$ cat src/rtl/muldiv_pkg.sv
// Shared constants for the HI/LO multiply/divide unit and the main decoder.
package muldiv_pkg;

    localparam int MULDIV_WIDTH = 32;
    localparam int MULDIV_STEPS = MULDIV_WIDTH;

    typedef enum logic [1:0] {
        OP_MULT  = 2'b00,
        OP_MULTU = 2'b01,
        OP_DIV   = 2'b10,
        OP_DIVU  = 2'b11
    } op_e;

    typedef enum logic [1:0] {
        IDLE = 2'd0,
        CALC = 2'd1,
        FIX  = 2'd2
    } state_e;

    localparam logic [5:0] FUNCT_MFHI  = 6'h10;
    localparam logic [5:0] FUNCT_MTHI  = 6'h11;
    localparam logic [5:0] FUNCT_MFLO  = 6'h12;
    localparam logic [5:0] FUNCT_MTLO  = 6'h13;
    localparam logic [5:0] FUNCT_MULT  = 6'h18;
    localparam logic [5:0] FUNCT_MULTU = 6'h19;
    localparam logic [5:0] FUNCT_DIV   = 6'h1A;
    localparam logic [5:0] FUNCT_DIVU  = 6'h1B;

endpackage

$ cat src/rtl/muldiv_fixup.sv
// Sign correction of the raw magnitude result into final {hi, lo}.
module muldiv_fixup
    import muldiv_pkg::*;
#(
    parameter int WIDTH = MULDIV_WIDTH
) (
    input  logic [2*WIDTH-1:0] raw,
    input  logic               neg,
    input  logic               rem_neg,
    input  op_e                op,
    output logic [WIDTH-1:0]   hi,
    output logic [WIDTH-1:0]   lo
);

    logic [WIDTH-1:0]   rem;
    logic [WIDTH-1:0]   quot;
    logic [2*WIDTH-1:0] prod_neg;

    assign rem      = raw[2*WIDTH-1:WIDTH];
    assign quot     = raw[WIDTH-1:0];
    assign prod_neg = -raw;

    always_comb begin
        hi = rem;
        lo = quot;
        case (op)
            OP_MULT: if (neg) {hi, lo} = prod_neg;
            OP_DIV: begin
                hi = rem_neg ? -rem : rem;
                lo = neg ? -quot : quot;
            end
            default: ;
        endcase
    end

endmodule

$ cat src/rtl/muldiv_unit.sv
// Iterative multiply/divide unit owning HI/LO. Define MULDIV_FASTMUL_EN for a
// single-cycle multiplier; division is always iterative.
module muldiv_unit
    import muldiv_pkg::*;
#(
    parameter int WIDTH = MULDIV_WIDTH
) (
    input  logic             clk,
    input  logic             reset,
    input  logic             start,
    input  logic [1:0]       op,
    input  logic [WIDTH-1:0] a,
    input  logic [WIDTH-1:0] b,
    input  logic             wr_hi,
    input  logic             wr_lo,
    input  logic [WIDTH-1:0] wdata,
    output logic             busy,
    output logic             done,
    output logic [WIDTH-1:0] hi,
    output logic [WIDTH-1:0] lo
);

    localparam int CNT_W = $clog2(WIDTH);
    localparam logic [CNT_W-1:0] CNT_LAST = CNT_W'(WIDTH - 1);

    state_e           state_q, state_d;
    op_e              op_q, op_d;
    logic [CNT_W-1:0] cnt_q, cnt_d;
    logic             neg_q, neg_d;
    logic             rneg_q, rneg_d;
    logic [WIDTH-1:0] acc_q, acc_d;
    logic [WIDTH-1:0] mq_q, mq_d;
    logic [WIDTH-1:0] dvs_q, dvs_d;
    logic [WIDTH-1:0] hi_q, hi_d;
    logic [WIDTH-1:0] lo_q, lo_d;
    logic             done_q, done_d;

    op_e              op_in;
    logic             sa, sb;
    logic [WIDTH-1:0] mag_a, mag_b;
    logic [WIDTH:0]   mul_sum;
    logic [WIDTH:0]   div_shift;
    logic [WIDTH-1:0] fix_hi, fix_lo;

    assign op_in   = op_e'(op);
    assign sa      = ((op_in == OP_MULT) || (op_in == OP_DIV)) && a[WIDTH-1];
    assign sb      = ((op_in == OP_MULT) || (op_in == OP_DIV)) && b[WIDTH-1];
    assign mag_a   = sa ? -a : a;
    assign mag_b   = sb ? -b : b;
    assign mul_sum = {1'b0, acc_q} + (mq_q[0] ? {1'b0, dvs_q} : '0);
    assign div_shift = {acc_q, mq_q[WIDTH-1]};

`ifdef MULDIV_FASTMUL_EN
    logic [2*WIDTH-1:0] fast_prod;
    assign fast_prod = {{WIDTH{1'b0}}, mag_a} * {{WIDTH{1'b0}}, mag_b};
`endif

    muldiv_fixup #(.WIDTH(WIDTH)) u_fixup (
        .raw     ({acc_q, mq_q}),
        .neg     (neg_q),
        .rem_neg (rneg_q),
        .op      (op_q),
        .hi      (fix_hi),
        .lo      (fix_lo)
    );

    always_comb begin
        state_d = state_q;
        op_d    = op_q;
        cnt_d   = cnt_q;
        neg_d   = neg_q;
        rneg_d  = rneg_q;
        acc_d   = acc_q;
        mq_d    = mq_q;
        dvs_d   = dvs_q;
        hi_d    = hi_q;
        lo_d    = lo_q;
        done_d  = 1'b0;
        case (state_q)
            IDLE: begin
                if (start) begin
                    op_d   = op_in;
                    cnt_d  = '0;
                    neg_d  = sa ^ sb;
                    rneg_d = sa;
                    acc_d  = '0;
                    mq_d   = mag_a;
                    dvs_d  = mag_b;
                    state_d = CALC;
                    // Zeroed signs make the fixup pass {a, all-ones} through untouched.
                    if (op_in[1] && (b == '0)) begin
                        acc_d   = a;
                        mq_d    = '1;
                        neg_d   = 1'b0;
                        rneg_d  = 1'b0;
                        state_d = FIX;
                    end
`ifdef MULDIV_FASTMUL_EN
                    else if (!op_in[1]) begin
                        {acc_d, mq_d} = fast_prod;
                        state_d = FIX;
                    end
`endif
                end else begin
                    if (wr_hi) hi_d = wdata;
                    if (wr_lo) lo_d = wdata;
                end
            end
            CALC: begin
                if (op_q[1]) begin
                    if (div_shift >= {1'b0, dvs_q}) begin
                        acc_d = WIDTH'(div_shift - {1'b0, dvs_q});
                        mq_d  = {mq_q[WIDTH-2:0], 1'b1};
                    end else begin
                        acc_d = div_shift[WIDTH-1:0];
                        mq_d  = {mq_q[WIDTH-2:0], 1'b0};
                    end
                end else begin
                    acc_d = mul_sum[WIDTH:1];
                    mq_d  = {mul_sum[0], mq_q[WIDTH-1:1]};
                end
                cnt_d = cnt_q + CNT_W'(1);
                if (cnt_q == CNT_LAST) begin
                    cnt_d   = '0;
                    state_d = FIX;
                end
            end
            FIX: begin
                hi_d    = fix_hi;
                lo_d    = fix_lo;
                done_d  = 1'b1;
                state_d = IDLE;
            end
            default: state_d = IDLE;
        endcase
    end

    always_ff @(posedge clk or negedge reset) begin
        if (!reset) begin
            state_q <= IDLE;
            op_q    <= OP_MULT;
            cnt_q   <= '0;
            neg_q   <= 1'b0;
            rneg_q  <= 1'b0;
            acc_q   <= '0;
            mq_q    <= '0;
            dvs_q   <= '0;
            hi_q    <= '0;
            lo_q    <= '0;
            done_q  <= 1'b0;
        end else begin
            state_q <= state_d;
            op_q    <= op_d;
            cnt_q   <= cnt_d;
            neg_q   <= neg_d;
            rneg_q  <= rneg_d;
            acc_q   <= acc_d;
            mq_q    <= mq_d;
            dvs_q   <= dvs_d;
            hi_q    <= hi_d;
            lo_q    <= lo_d;
            done_q  <= done_d;
        end
    end

    assign busy = (state_q != IDLE);
    assign done = done_q;
    assign hi   = hi_q;
    assign lo   = lo_q;

endmodule

$ cat config.mk
export PLATFORM = sky130hd
export DESIGN_NAME = muldiv_unit
export DESIGN_NICKNAME = d
export VERILOG_FILES = /design/src/rtl/muldiv_pkg.sv /design/src/rtl/muldiv_fixup.sv /design/src/rtl/muldiv_unit.sv
export SDC_FILE = /design/constraint.sdc
export NUM_CORES = 1
export LEC_CHECK = 0
export ABC_AREA = 1
export BUFFER_PORTS_ARGS = -buffer_cell sky130_fd_sc_hd__buf_2
export CAP_MARGIN = 20
export CORE_MARGIN = 1.5
export CORE_UTILIZATION = 40
export DETAILED_ROUTE_END_ITERATION = 10
export GPL_ROUTABILITY_DRIVEN = 0
export PLACE_DENSITY = 0.54
export RECOVER_POWER = 50
export SLEW_MARGIN = 25
export SYNTH_ARGS = -nofsm -noshare
export SYNTH_HDL_FRONTEND = slang
export SYNTH_SLANG_ARGS = --single-unit
$ cat constraint.sdc
create_clock -name clk -period 3.21 [get_ports clk]
set_input_delay 0.321 -clock clk [delete_from_list [all_inputs] [get_ports clk]]
set_output_delay 0.321 -clock clk [all_outputs]
set_load 0.02 [all_outputs]
# Word level (Yosys, flattened, before mapping)
# Cells that the tools add are included.
word_totals:
  ff_bits: 172
  input_bits: 103
  out_inout_bits: 66
  word_cells: 82
classes:
  n_addsub: 8
  magnitude_cmp: 1
  n_eq_ne: 10
  muxes: 35
  bitwise_logic: 1
  reduce_logical: 16
ops:
  columns: ["op", "n"]
  rows:
  - ["two-way mux 32 bit", 18]
  - ["one-hot mux 32 bit (2 select lines)", 6]
  - ["negation 32 bit", 4]
  - ["negation 64 bit", 1]
  - ["adder 32 x 32 -> 33 bit", 1]
  - ["greater-or-equal comparator 33 x 32 -> 1 bit", 1]
  - ["zero test 32 bit", 1]
  - ["subtractor 32 bit", 1]
  - ["two-way mux 5 bit", 2]
  - ["!= test 2 bit, second input constant", 5]
  - ["one-hot mux 5 bit (2 select lines)", 1]
  - ["equality test 2 bit, second input constant", 3]
  - ["zero test 2 bit", 3]
  - ["two-way mux 2 bit", 3]
  - ["AND reduction 2 bit", 3]
  - ["AND reduction 3 bit", 2]
  - ["nonzero test 2 bit", 3]
  - ["adder 5 x 1 -> 5 bit, second input constant", 1]
  - ["equality test 5 bit, second input constant", 1]
  - ["two-way mux 1 bit", 4]
  - ["one-hot mux 2 bit (2 select lines)", 1]
  - ["logical AND 1 bit", 3]
  - ["equality test 2 x 1 -> 1 bit, second input constant", 1]
  - ["logical OR 1 bit", 1]
  - ["XOR 1 bit", 1]

# Logic depth before layout (Yosys ltp)
depth:
  depth_word: 7
  depth_mapped: 21
  mapped_depth_nobuf: 19

# Cells and area by module
# A second synthesis with hierarchy kept.
unflattened:
  hier_cells: 3050
  area_unflattened_um2: 18083.6
modules_own_cells:
  columns: ["module", "n_inst", "cells_each", "area_per_inst_um2", "seq_area_each_um2"]
  rows:
  - ["muldiv_unit", 1, 2472, 15353.5, 4304.1]
  - ["muldiv_fixup", 1, 578, 2730.1, 0.0]

# Worst setup path before layout
# Ideal clock, no wire load.
synth_path:
  path_kind: "reg-to-reg"
  start: "register mq_q[0]"
  end: "register acc_q[31]"
  setup_time_ns: 0.119
  t_arrival_ns: 2.332
  required_time_ns: 3.091
  setup_slack_ns: 0.759
  stages_incl_launch_ff: 21
  n_path_buf: 2
  synth_period_minus_slack_ns: 2.451
  path_cell_list: "dfrtp_1 > buf_6 > clkbuf_1 > nand2_1 > inv_1 > ha_1 > fa_1 > nand3_1 > nand3_1 > nand2_1 > nand2_1 > nand3_1 > nand2_1 > nand2_1 > nand2_1 > nand3_1 > nand2_1 > nand2_1 > nand2_1 > nand2_1 > nand2_1"
synth_via:
  elab_chain_cells: 4
synth_rtl:
  columns: ["element", "line", "rtl"]
  rows:
  - ["from (decl)", "muldiv_unit.sv:32", "logic [WIDTH-1:0] mq_q, mq_d;"]
  - ["from (signal assigned)", "muldiv_unit.sv:158", "mq_q <= mq_d;"]
  - ["two-way mux 32 bit", "muldiv_unit.sv:50", "assign mul_sum = {1'b0, acc_q} + (mq_q[0] ? {1'b0, dvs_q} : '0);"]
  - ["adder 32 x 32 -> 33 bit", "muldiv_unit.sv:50", null]
  - ["two-way mux 32 bit", "muldiv_unit.sv:110", "if (op_q[1]) begin"]
  - ["one-hot mux 32 bit (2 select lines)", "muldiv_unit.sv:79", "case (state_q)"]
  - ["to (signal assigned)", "muldiv_unit.sv:145", "acc_q <= '0;"]
  - ["to (signal assigned)", "muldiv_unit.sv:157", "acc_q <= acc_d;"]
  - ["to (decl)", "muldiv_unit.sv:31", "logic [WIDTH-1:0] acc_q, acc_d;"]
# Every way passes these cells.
# A chain may end at the register's enable or synchronous reset.

# Final worst setup path
layout_path:
  start: "register mq_q[0]"
  end: "register acc_q[11]"
# The elaborated chain is that of the path after synthesis.

==> results.md <==
- The flow ran to the end, but the final reports show violations.
- The final reports fail on max-capacitance violations, max-slew violations.
- Once detail routing completed, the nets flagged for antenna violations numbered 0.
- The maximum clock frequency is 0.324 GHz.
- Setup slack on the critical path of the routed design comes to 127 ps.
- Max-cap violations in this run came to 1.
- The largest area contributor in the netlist is sky130_fd_sc_hd__dfrtp_1.
- The total count of max-transition violations in the final report is 61.
- The detailed-route vias per instance is 5.72.
- The dominant combinational cell family by area after synthesis is simple AND/OR/NAND/NOR gates.
- The core region is 0.0453 mm^2.
- The total of buffers placed on input and output ports is 168.
- The critical path is of the flop to flop type.
- After filler insertion, the fill cell instance count of the layout stands at 5030.
- The analysis attributes to cell leakage a power of 10.6 nW.
- The cell count after placement is 3838.
- After clock tree synthesis, the clock-pin slew on the worst setup and hold paths is 80 ps.
- The via count of the first global-routing pass was 20200.
- The pin count of the biggest net entering global routing is 66.
- 169 I/O pins were placed.
- After the first detailed-routing iteration, the DRC count stood at 3180.
- The hold violation count in the final report is 0.
- The synthesized design contains 0 enable-type register cells.
- The worst max-slew margin expressed relative to the limit is -25.9%.
- Leaving out filler cells and counting taps, the final layout contains 3874.
- The post-CTS setup-driven buffer insertion count is 0.
- The clock tree from TritonCTS is built.
- Of all flip-flops after synthesis, the portion carrying an async set or reset was 100%.
- Dividing total power by cell area gives a power density of 1310 mW/mm^2.
- The net count of the finished layout is 3433.
- The worst setup path is captured at a flop.
- Synthesis instantiated 61 different standard cells from the library.
- After detailed routing, the average wire length per cell comes to 22.4 um.
- The mux contribution to synthesized area is 0%.
- The most common cell in the synthesized netlist is sky130_fd_sc_hd__nand2_1.
- The worst hold-check path type is primary input to flop.
- Sorting the synthesized cells by area gives the leading types as sky130_fd_sc_hd__dfrtp_1 (24%), sky130_fd_sc_hd__nand2_1 (19%), sky130_fd_sc_hd__inv_1 (8.9%), sky130_fd_sc_hd__nand3_1 (8.2%), sky130_fd_sc_hd__nor2_1 (6.6%).
- The die is 217 um tall.
- The fraction of layout instances using a drive strength above 1 is 10.7%.
- The sequential area share after synthesis is 23.5%.
- For the final routed database, the setup TNS stands at 0 ps.
- Setup repair after global routing left no endpoint under its margin.
- The number of buffers created by CTS is 17.
- The clock latency reported for the late side of the worst-skew pair is 510 ps.
- The floorplan row count is 78.
- The final clock skew is 13.8 ps.
- Compared with the post-synthesis result, the final layout area differs by 12.4%.
- The routed layout has 22100 vias.
- Once the floorplan was initialized, standard cells occupied 40.4% of the core.
- After global routing the overflow that remains totals 0.
- The detailed-placement wirelength estimate is 70100 um.
- A synthesized cell averages 5.91 um^2.
- Setup violations remaining at the end of the flow were counted as 0.
- The aggregate global-route resource usage is 36.5%.
- The number of sinks driven by the clock tree is 172.
- Synthesis produced a netlist with a net count of 3272.
- The number of register bits inferred by synthesis is 172.
- The synthesized netlist devotes 41.2% of its cell area to simple gates.
- The cell count after synthesis is 3097.
- The wire length of the first global-routing pass is 128000 um.
- The horizontal die dimension is 217 um.
- The initial antenna violation count is 4.
- The commonest cells after synthesis are sky130_fd_sc_hd__nand2_1 (926), sky130_fd_sc_hd__inv_1 (435), sky130_fd_sc_hd__nor2_1 (320).
- IR analysis of the VDD net gives a maximum drop of 0.480 mV.
- The number of optimization iterations in the first detailed-route pass is 9.
- Of the post-synthesis cell area, the dominant cell type holds 23.5%.
- The post-route clock period utilization is 96.1%.
- The aggregate routed wire length is 86900 um.
- The setup slack at placement is 47.2 ps.
- The commonest register cell after synthesis is sky130_fd_sc_hd__dfrtp_1.
- The root buffer selected by CTS is sky130_fd_sc_hd__clkbuf_16.
- For the worst setup path, the data required time is 3600 ps.
- For this run, design rule violations remaining after detail routing come to 0.
- The die covers 0.0471 mm^2.
- STA classifies the critical path startpoint as a flop.
- The deepest level of the CTS H-tree is 4.
- Of the total synthesized cell area, the portion taken by full adders, half adders and majority gates is 5.00%.
- At the pin with the least slew margin, the transition time is 1890 ps.
- Data on the critical path arrives at its endpoint at 3470 ps.
- The share of the synthesized area in compound gates (AO/OA/AOI/OAI) is 15.8%.
- The cell area after synthesis is 0.0183 mm^2.
- The clock passes through at most 2 buffers.
- The minimum period implied by the final worst setup slack is 3080 ps.
- The number of warning messages in the yosys log is 0.
- The xor/xnor cell area share of the yosys netlist is 2.49%.
- Of all nets on the critical path, the largest fanout is 21.
-- power breakdown --
group	switching [W]	internal, W	leakage (nW)
sequential	0.00142	0.00328	2.06
combinational	0.0142	0.00592	8.28
clock	0.00119	0.00104	0.279
total	0.0168	0.0102	10.6
-- logic make-up (layout without fill, tap and decap cells) --
logic type	count (synthesis)	count (layout)
buf+inv	556	730
other cells	0	3
flops	172	172
simple gates	1741	1741
fa+ha+maj	72	72
xor+xnor	52	52
compound gates	504	504
-- repair_timing --
item | 4_1_cts | 5_1_grt
hold buffers | 1 | 0
gates resized for setup | 0 | 5
endpoints found under the hold margin | 58 | 0
setup endpoints to repair | 0 | 10
-- worst max-delay path: stages (launching register included) --
cell                       delay, ps
sky130_fd_sc_hd__dfrtp_2         580
sky130_fd_sc_hd__nand2_1         140
sky130_fd_sc_hd__inv_1            50
sky130_fd_sc_hd__ha_1            210
sky130_fd_sc_hd__fa_1            470
sky130_fd_sc_hd__nand3_1         110
sky130_fd_sc_hd__nand3_1         160
sky130_fd_sc_hd__nand2_1         100
sky130_fd_sc_hd__nand2_1         120
sky130_fd_sc_hd__nand2_1          90
sky130_fd_sc_hd__nand2_1          90
sky130_fd_sc_hd__nand2_1          80
sky130_fd_sc_hd__nand2_1          40
sky130_fd_sc_hd__o21ai_0         460
sky130_fd_sc_hd__nand3b_1        200
sky130_fd_sc_hd__a21boi_2         70
-- flip-flops by register name (all words and copies together) (netlist names) --
name and cells:
hi 32, acc_q 32, done 1, mq_q 32
rneg_q 1, state_q 2, lo 32, neg_q 1
op_q 2, cnt_q 5, dvs_q 32
-- path summary, 6_finish.rpt --
path / startpoint / endpoint / slack (ps) / cells past startpoint
worst max-delay path: mq_q[0] / acc_q[11] / 130 / 15
worst min-delay path: wdata[22] / lo[22] / 110 / 3
worst max register to register: mq_q[0] / acc_q[11] / 130 / 15
worst min register to register: lo[15] / lo[15] / 510 / 2
max in group asynchronous: reset / hi[14] / 400 / 3
min in group asynchronous: reset / dvs_q[5] / 880 / 2
-- final cells by class --
cell class	count	area (um^2)	share of cell area [%]
Antenna cell	3	7.51	0.0365
Multi-Input combinational cell	2369	11900	57.6
Inverter	454	1710	8.29
Clock buffer	18	429	2.09
Timing Repair Buffer	244	1370	6.67
Clock inverter	14	151	0.736
Sequential cell	172	4310	20.9
Tap cell	600	751	3.65
-- through the flow --
| step | utilization (%) | hold slack (ps) | cell area [um^2] | total power [W] |
|---|---|---|---|---|
| 2_1_floorplan | - | 25.4 | 18300 | 0.0169 |
| 3_3_place_gp | 44.3 | 407 | 20000 | 0.0239 |
| 3_5_place_dp | 44.3 | 396 | 20000 | 0.0239 |
| 4_1_cts | 45.6 | 81.4 | 20600 | 0.0262 |
| 5_1_grt | 45.4 | 100 | 20600 | 0.0288 |
| 6_report | 45.4 | 106 | 20600 | 0.0271 |
-- layout by cell type (no fill, tap or decap), types with 10 or more instances in the layout --
cell type                   count
sky130_fd_sc_hd__a21oi_1      182
sky130_fd_sc_hd__nor2_1       314
sky130_fd_sc_hd__nand4_1       51
sky130_fd_sc_hd__buf_2        134
sky130_fd_sc_hd__o21bai_1      14
sky130_fd_sc_hd__o21ai_0      165
sky130_fd_sc_hd__dfrtp_1      169
sky130_fd_sc_hd__inv_2         18
sky130_fd_sc_hd__nor2_4        10
sky130_fd_sc_hd__a22oi_1       12
sky130_fd_sc_hd__ha_1          70
sky130_fd_sc_hd__nor2_2        24
sky130_fd_sc_hd__xor2_1        36
sky130_fd_sc_hd__buf_4         73
sky130_fd_sc_hd__o21ai_1       19
sky130_fd_sc_hd__clkbuf_16     17
sky130_fd_sc_hd__nor3_1        58
sky130_fd_sc_hd__nand2_2       15
sky130_fd_sc_hd__nand3_1      299
sky130_fd_sc_hd__o211ai_1      31
sky130_fd_sc_hd__inv_1        434
sky130_fd_sc_hd__clkbuf_1      34
sky130_fd_sc_hd__o221ai_1      12
sky130_fd_sc_hd__xnor2_1       16
sky130_fd_sc_hd__a21boi_1      12
sky130_fd_sc_hd__nand2_1      926
sky130_fd_sc_hd__nand3b_1      10
-- routing by layer --
layer / share of wire, % / track usage, % / vias up
li1: - / - / 10300
met1: 44 / 53.2 / 10300
met2: 40 / 50.7 / 1338
met3: 13 / 9.22 / 177
met4: 3.9 / 14.3 / 0
met5: 0 / 0 / -
Note: power is estimated with default switching activity, not from simulation.
